**src/rtl/gp_cmd_sequencer.sv**
```systemverilog
// Command-execution stage: fetches 64-bit commands from cmd_buffer and runs them as master bus transactions.
// Optional POLL retry bound is enabled by defining GP_POLL_TIMEOUT_EN.
module gp_cmd_sequencer #(
    parameter int CMD_WIDTH        = 64,
    parameter int DATA_WIDTH       = 32,
    parameter int ADDR_WIDTH       = 32,
    parameter int TRANS_ADDR_WIDTH = 8,
    parameter int POLL_TIMEOUT     = 1024
) (
    input  logic                        clk,
    input  logic                        rst_n,
    input  logic                        start,
    input  logic [TRANS_ADDR_WIDTH-1:0] start_addr,
    output logic                        busy,
    output logic                        done,
    output logic                        err,
    output logic                        cmd_rd_en,
    output logic [TRANS_ADDR_WIDTH-1:0] cmd_addr,
    input  logic                        cmd_rd_valid,
    input  logic [CMD_WIDTH-1:0]        cmd_out,
    output logic                        mst_o_valid,
    output logic [ADDR_WIDTH-1:0]       mst_o_addr,
    output logic [DATA_WIDTH-1:0]       mst_o_wr_data,
    output logic                        mst_o_rd0_wr1,
    input  logic                        mst_i_ready,
    input  logic                        mst_i_rd_valid,
    input  logic [DATA_WIDTH-1:0]       mst_i_rd_data
);

    localparam logic [1:0] OP_WRITE = 2'b00;
    localparam logic [1:0] OP_POLL  = 2'b01;
    localparam logic [1:0] OP_WAIT  = 2'b10;
    localparam logic [1:0] OP_END   = 2'b11;

`ifdef GP_POLL_TIMEOUT_EN
    localparam bit TIMEOUT_EN = 1'b1;
`else
    localparam bit TIMEOUT_EN = 1'b0;
`endif
    localparam logic [15:0] POLL_LIMIT = 16'(POLL_TIMEOUT - 1);

    typedef enum logic [2:0] {
        S_IDLE, S_FETCH, S_DECODE, S_REQ, S_RDWAIT, S_WAITCNT, S_NEXT
    } state_t;

    state_t                        r_state, w_state_next;
    logic [TRANS_ADDR_WIDTH-1:0]   r_ptr;
    logic [1:0]                    r_op;
    logic [ADDR_WIDTH-1:0]         r_addr;
    logic [DATA_WIDTH-1:0]         r_data, r_cnt, r_rd_data;
    logic                          r_wr, r_done, r_err, r_rd_pend;
    logic [15:0]                   r_attempts;

    logic [1:0]                    w_op;
    logic [ADDR_WIDTH-1:0]         w_cmd_addr;
    logic [DATA_WIDTH-1:0]         w_cmd_data, w_rd_data;
    logic                          w_accept, w_rd_valid, w_match, w_timeout;
    logic                          w_ptr_last, w_set_err, w_done_next;

    assign w_op       = cmd_out[CMD_WIDTH-1 -: 2];
    assign w_cmd_addr = {cmd_out[CMD_WIDTH-3:DATA_WIDTH], 2'b00};
    assign w_cmd_data = cmd_out[DATA_WIDTH-1:0];
    assign w_accept   = (r_state == S_IDLE) && start;
    // Read data that arrived together with ready is held in r_rd_data until RDWAIT consumes it.
    assign w_rd_valid = r_rd_pend || mst_i_rd_valid;
    assign w_rd_data  = r_rd_pend ? r_rd_data : mst_i_rd_data;
    assign w_match    = (w_rd_data == r_data);
    assign w_timeout  = TIMEOUT_EN && (r_attempts == POLL_LIMIT);
    assign w_ptr_last = &r_ptr[TRANS_ADDR_WIDTH-1:1];

    always_comb begin
        w_state_next = r_state;
        w_set_err    = 1'b0;
        w_done_next  = 1'b0;
        case (r_state)
            S_IDLE: begin
                if (start) begin
                    if (start_addr[0]) w_set_err = 1'b1;
                    else               w_state_next = S_FETCH;
                end
            end
            S_FETCH:  w_state_next = S_DECODE;
            S_DECODE: begin
                if (!cmd_rd_valid) begin
                    w_set_err    = 1'b1;
                    w_state_next = S_IDLE;
                end else begin
                    case (w_op)
                        OP_WRITE, OP_POLL: w_state_next = S_REQ;
                        OP_WAIT: w_state_next = (w_cmd_data == '0) ? S_NEXT : S_WAITCNT;
                        default: begin
                            w_done_next  = 1'b1;
                            w_state_next = S_IDLE;
                        end
                    endcase
                end
            end
            S_REQ: begin
                if (mst_i_ready) w_state_next = (r_op == OP_POLL) ? S_RDWAIT : S_NEXT;
            end
            S_RDWAIT: begin
                if (w_rd_valid) begin
                    if (w_match) begin
                        w_state_next = S_NEXT;
                    end else if (w_timeout) begin
                        w_set_err    = 1'b1;
                        w_state_next = S_IDLE;
                    end else begin
                        w_state_next = S_REQ;
                    end
                end
            end
            S_WAITCNT: begin
                if (r_cnt <= DATA_WIDTH'(1)) w_state_next = S_NEXT;
            end
            S_NEXT: begin
                // The last even word has no successor; never wrap the fetch back to 0.
                if (w_ptr_last) begin
                    w_set_err    = 1'b1;
                    w_state_next = S_IDLE;
                end else begin
                    w_state_next = S_FETCH;
                end
            end
            default: w_state_next = S_IDLE;
        endcase
    end

    always_ff @(posedge clk or negedge rst_n) begin
        if (!rst_n) begin
            r_state    <= S_IDLE;
            r_ptr      <= '0;
            r_op       <= OP_WRITE;
            r_addr     <= '0;
            r_data     <= '0;
            r_cnt      <= '0;
            r_rd_data  <= '0;
            r_wr       <= 1'b0;
            r_done     <= 1'b0;
            r_err      <= 1'b0;
            r_rd_pend  <= 1'b0;
            r_attempts <= '0;
        end else begin
            r_state <= w_state_next;
            r_done  <= w_done_next;

            if (w_accept)       r_err <= start_addr[0];
            else if (w_set_err) r_err <= 1'b1;

            if (w_accept && !start_addr[0])
                r_ptr <= start_addr;
            else if (r_state == S_NEXT && !w_ptr_last)
                r_ptr <= r_ptr + TRANS_ADDR_WIDTH'(2);

            if (r_state == S_DECODE && cmd_rd_valid) begin
                r_op       <= w_op;
                r_addr     <= w_cmd_addr;
                r_data     <= w_cmd_data;
                r_cnt      <= w_cmd_data;
                r_wr       <= (w_op == OP_WRITE);
                r_attempts <= '0;
            end else if (r_state == S_WAITCNT) begin
                r_cnt <= r_cnt - DATA_WIDTH'(1);
            end

            if (r_state == S_REQ && mst_i_ready && mst_i_rd_valid && r_op == OP_POLL) begin
                r_rd_pend <= 1'b1;
                r_rd_data <= mst_i_rd_data;
            end else if (r_state == S_RDWAIT) begin
                r_rd_pend <= 1'b0;
            end

            if (r_state == S_RDWAIT && w_rd_valid && !w_match)
                r_attempts <= r_attempts + 16'd1;
        end
    end

    assign busy          = (r_state != S_IDLE);
    assign done          = r_done;
    assign err           = r_err;
    assign cmd_rd_en     = (r_state == S_FETCH);
    assign cmd_addr      = r_ptr;
    assign mst_o_valid   = (r_state == S_REQ);
    assign mst_o_addr    = r_addr;
    assign mst_o_wr_data = r_data;
    assign mst_o_rd0_wr1 = r_wr;

endmodule
```
**config.mk**
```make
export PLATFORM = sky130hd
export DESIGN_NAME = gp_cmd_sequencer
export DESIGN_NICKNAME = d
export VERILOG_FILES = /design/src/rtl/gp_cmd_sequencer.sv
export SDC_FILE = /design/constraint.sdc
export NUM_CORES = 1
export LEC_CHECK = 0
export CORE_MARGIN = 2
export CORE_UTILIZATION = 49
export DETAILED_ROUTE_END_ITERATION = 8
export GPL_ROUTABILITY_DRIVEN = 1
export GPL_TIMING_DRIVEN = 0
export PLACE_DENSITY = 0.9
export SKIP_LAST_GASP = 1
export SLEW_MARGIN = 20
export SYNTH_ARGS = -nofsm -noshare
export SYNTH_HDL_FRONTEND = slang
export SYNTH_SLANG_ARGS = --single-unit
```
**constraint.sdc**
```tcl
create_clock -name clk -period 2.7 [get_ports clk]
set_input_delay 0.54 -clock clk [delete_from_list [all_inputs] [get_ports clk]]
set_output_delay 0.54 -clock clk [all_outputs]
set_load 0.05 [all_outputs]
```
## Word-level counts from Yosys, hierarchy flattened

Index checks and enable logic that the tools add are counted.

- Output and inout bits: 78
- Bits in registers: 143
- Bits in latches: 0
- Input port bits: 110
- Memories: 0
- Memory bits (read-only): 0
- RAM bits: 0

- Bitwise operators: 0
- Shifts and indexed selects: 0
- Multipliers: 0
- Div/mod/pow operators: 0
- Multiplexer cells: 29
- Equality and inequality tests: 15
- Reduce and logical (&&, ||, !) cells: 22
- Order comparisons: 1
- $add $sub $neg: 2

Operator list:

| cell | count |
|---|---|
| $mux W32 | 3 |
| $eq A32 B32 Y1 | 1 |
| $le A32 B1 Y1 const B | 1 |
| $logic_not A32 Y1 | 1 |
| $sub A32 B1 Y32 const B | 1 |
| $mux W3 | 7 |
| $pmux W3 S7 | 1 |
| $mux W8 | 2 |
| $mux W1 | 12 |
| $eq A3 B3 Y1 const B | 3 |
| $add A8 B2 Y8 const B | 1 |
| $ne A2 B2 Y1 const B | 4 |
| $reduce_bool A2 Y1 | 4 |
| $logic_and A1 B1 Y1 | 7 |
| $reduce_and A7 Y1 | 1 |
| $eq A3 B2 Y1 const B | 2 |
| $pmux W3 S2 | 1 |
| $reduce_and A5 Y1 | 1 |
| $eq A2 B1 Y1 const B | 2 |
| $mux W2 | 2 |
| $eq A3 B1 Y1 const B | 1 |
| $logic_not A3 Y1 | 1 |
| $pmux W1 S3 | 1 |
| $reduce_bool A3 Y1 | 1 |
| 7 further kinds | 8 |

## Logic depth before layout (Yosys ltp)

- Depth in word-level cells: 5
- Mapped depth: 8

## Least setup slack after synthesis

No wires, ideal clock.

- Path kind: reg-to-reg
- From: reg r_cnt[18]
- To: reg r_cnt[27]
- Cell stages (with the launch flop): 7
- Path buffers: 1
- Path slack: 235 ps
- Arrival time: 2395 ps
- Setup time: 70 ps
- Path through: dfrtp_1 or4_1 buf_2 or4_4 or3_4 or4_1 nand3_1

- Longest elaborated chain between the ends: 3

RTL lines:

| item | line | text |
|---|---|---|
| start: declaration | 50 | `logic [DATA_WIDTH-1:0] r_data, r_cnt, r_rd_data;` |
| start signal: assignment | 159 | `r_cnt <= w_cmd_data;` |
| start signal: assignment | 163 | `r_cnt <= r_cnt - DATA_WIDTH'(1);` |
| $sub A32 B1 Y32 | 163 |  |
| $mux W32 | 162 | `end else if (r_state == S_WAITCNT) begin` |
| $mux W32 | 155 | `if (r_state == S_DECODE && cmd_rd_valid) begin` |

No other way between the ends. The select of a mux whose other input is x is not followed.
A chain may end at the register's enable or synchronous reset.

## Worst setup path after layout

- From: reg r_cnt[18]
- To: reg r_state[0]

- Longest elaborated chain between the ends: 3

RTL lines:

| item | line | text |
|---|---|---|
| $le A32 B1 Y1 | 114 | `if (r_cnt <= DATA_WIDTH'(1)) w_state_next = S_NEXT;` |
| $ne A2 B2 Y1 (no line) | - |  |
| $reduce_and A5 Y1 (no line) | - |  |
| end signal: assignment | 144 | `r_state <= w_state_next;` |
| end: declaration | 46 | `state_t r_state, w_state_next;` |

No other way between the ends.

==> metrics.yaml <==
status:
  run_status: "finished, final reports clean"
worst_setup_path:
  crit_arrival_ns: 2.97
  crit_path_end_kind: "flip-flop"
  cp_max_fo: 7
  startpoint_type: "flip-flop"
  crit_type: "flip-flop to flip-flop"
  required_ns: 3.03
synthesis:
  synthTopCellsByArea: "dfrtp_1 (52%), nand2_1 (11%), mux2_2 (5.2%)"
  synthCells: 716
  synth_edf_count: 0
  yosysMostFrequentCell: "nand2_1"
  dominantRegCellSynth: "dfrtp_1"
  synth_warnings: 0
  netlist.area_leader.share_pct: 51.5
  synth-seq-cells: 143
  synth_seq_area_share_pct: 51.5
  synth_area_um2: 6950
  synth_commonest_cells: "nand2_1 (210), dfrtp_1 (143), xnor2_1 (36)"
  syn_area_per_cell_um2: 9.70
  async_flop_share_pct: 100
  synth_cell_types: 55
  synth_top_area_cell: "dfrtp_1"
finish:
  antennaDiodeCount: 0
  fill_cells: 1013
  finalInstanceArea_um2: 9670
  fin_cells: 1114
  drive_above_1_share_pct: 9.31
  final_nets: 1034
  final_core_util_pct: 69.6
  area_delta_synth_final_pct: 39.2
routing:
  drtPass1Iterations: 5
  remaining_drc_errors: 0
  drt-initial-drc-count: 722
  antenna_violating_nets_post_route: 0
  vias: 6469
  vias_per_cell: 5.81
  routed_wl_um: 20900
  wire_per_inst_um: 18.7
sta:
  max_freq_mhz: 379
  setup_viol: 0
  rsz0062_at_grt: "false"
  relSlewSlack_pct: 55.6
  finalClockSkew_ns: 0.00714
  drv_slew: 0
  fin_tns_setup_ns: 0
  hold_violations: 0
  whs_ns: 0.0409
  tightest_slew_ns: 0.663
  fin_crit_ns: 2.64
  period_share_pct: 97.7
clocking:
  htree_levels: 4
  root_buffer: "clkbuf_16"
  cts_tree: "built"
  clkSinkCount: 143
  cts_hold_buffers: 0
  clkTransAtPathRegs_ns: 0.06
  insertion_delay_ns: 0.42
  cts_buffers: 17
  clock_path_buffers: 2
global_routing:
  grtUsageTotal_pct: 28.3
  antenna_found_initial: 0
  overflow: 0
  grt_pass1_vias: 6413
  grt_max_degree: 84
  grt_pass1_wl_um: 32700
power_and_ir_drop:
  p_leak_nw: 4.21
  p_per_area_nw_per_um2: 1240
  vdd_drop_max_uv: 719
placed_design:
  port_buffers: 185
  placed_area_um2: 9060
  dp.cells: 1083
  globalplace.congestion: 0.911
  hpwl_um: 15300
floorplan:
  fp.coreArea_um2: 13900
  rows: 43
  io_pins: 188
  die_x_um: 123
  dieArea_um2: 15100
  dieHeight_um: 123
  floorplan.initialDensity_pct: 50.0
run:
  cap_violations: 0
min_path:
  min_path_type: "input pin to asynchronous set/reset pin"
routing by layer:
metal  up-vias  track usage [%]  part of all wire, %
met3        58             6.83                  8.8
met1      3134             36.8                   40
li1       2918                -                    -
met2       359             45.0                   48
met4         0             13.1                  3.6
met5         -                0                    0
critical path: stages (launching register included):
cell	delay, ns
dfrtp_1	0.41
or4_1	0.50
buf_2	0.17
or4_4	0.48
nor4_4	0.40
o21ai_1	0.20
or2_0	0.25
o211ai_1	0.17
cell families after synthesis:
family	synth area share (%)
AND/OR/NAND/NOR	21.4
flip-flops	51.5
AO/OA/AOI/OAI	9.02
multiplexers	10.1
buffers and inverters	2.34
XOR/XNOR	5.04
adder cells (fa/ha/maj)	0.540
other	0.0540
flip-flops by register name, indices dropped and copies added (netlist names):
register and count:
cmd_addr 8, done 1, err 1, mst_o_addr 30, mst_o_rd0_wr1 1, mst_o_wr_data 32, r_cnt 32, r_op 2
r_rd_data 32, r_rd_pend 1, r_state 3
repair_timing:
action / in CTS / in global routing
hold endpoints to repair: 0 / 0
gates resized for setup: 7 / 6
endpoints found under the setup margin: 6 / 16
buffers inserted: 0 / 0
cells in the final DEF (no fill, tap or decap), types with 3 or more instances in the layout:
master | Yosys | final
xor2_1 | 4 | 4
a221o_1 | 4 | 4
nor3_1 | 10 | 8
nor4_1 | 20 | 20
dfrtp_1 | 143 | 143
or3_1 | 9 | 9
or4_4 | 3 | 3
or4_1 | 4 | 4
clkbuf_1 | 29 | 28
o311ai_0 | 11 | 10
o211ai_1 | 19 | 19
clkbuf_16 | 0 | 17
clkdlybuf4s50_1 | 0 | 181
or2_2 | 3 | 3
ha_1 | 3 | 3
nor2_1 | 31 | 31
mux2i_1 | 34 | 34
a31oi_1 | 4 | 4
nand2b_1 | 4 | 4
xnor2_1 | 36 | 36
o21ai_0 | 22 | 22
clkinvlp_4 | 0 | 7
mux2_2 | 32 | 32
nand2_1 | 210 | 210
inv_1 | 6 | 6
nand3_1 | 10 | 10
a21oi_1 | 17 | 17
buf_2 | 1 | 4
nand4_1 | 9 | 9
power by group:
group | switching, W | leakage, nW | internal [W]
Sequential | 0.000884 | 1.82 | 0.00308
Clock | 0.000928 | 0.264 | 0.00138
Combinational | 0.00355 | 2.12 | 0.00213
path summary, 6_finish.rpt:
path | start | endpoint | slack [ns] | cells past startpoint
setup / recovery | r_cnt[18]$_DFFE_PN0P_ | r_state[0]$_DFFE_PN0P_ | 0.06 | 7
hold reg to reg | mst_o_addr[7]$_DFFE_PN0P_ | mst_o_addr[7]$_DFFE_PN0P_ | 0.48 | 2
max in group asynchronous | rst_n | r_cnt[3]$_DFFE_PN0P_ | 1.91 | 2
setup reg to reg | r_cnt[18]$_DFFE_PN0P_ | r_state[0]$_DFFE_PN0P_ | 0.06 | 7
min in group clk | mst_o_addr[7]$_DFFE_PN0P_ | mst_o_addr[7]$_DFFE_PN0P_ | 0.48 | 2
hold / removal | rst_n | mst_o_addr[3]$_DFFE_PN0P_ | 0.04 | 1
metrics by stage:
stage	power (W)	worst slack, ns
2_1_floorplan	0.00755	0.235
3_3_place_gp	0.00936	-4.62
3_5_place_dp	0.00955	-0.264
4_1_cts	0.0119	0.0223
5_1_grt	0.0126	0.0123
6_report	0.0120	0.0616
layout make-up:
cell class              count  area [µm²]  share of cell area [%]
flip-flops and latches    143        3580                    37.0
multi-input cells         533        3230                    33.4
repair buffers            186        1880                    19.5
clock buffers              19         443                    4.58
well taps                 180         225                    2.33
plain buffers              34         141                    1.46
clock inverters            13         140                    1.45
inverters                   6        22.5                   0.233
No activity file was read; power rests on OpenSTA's default activity.
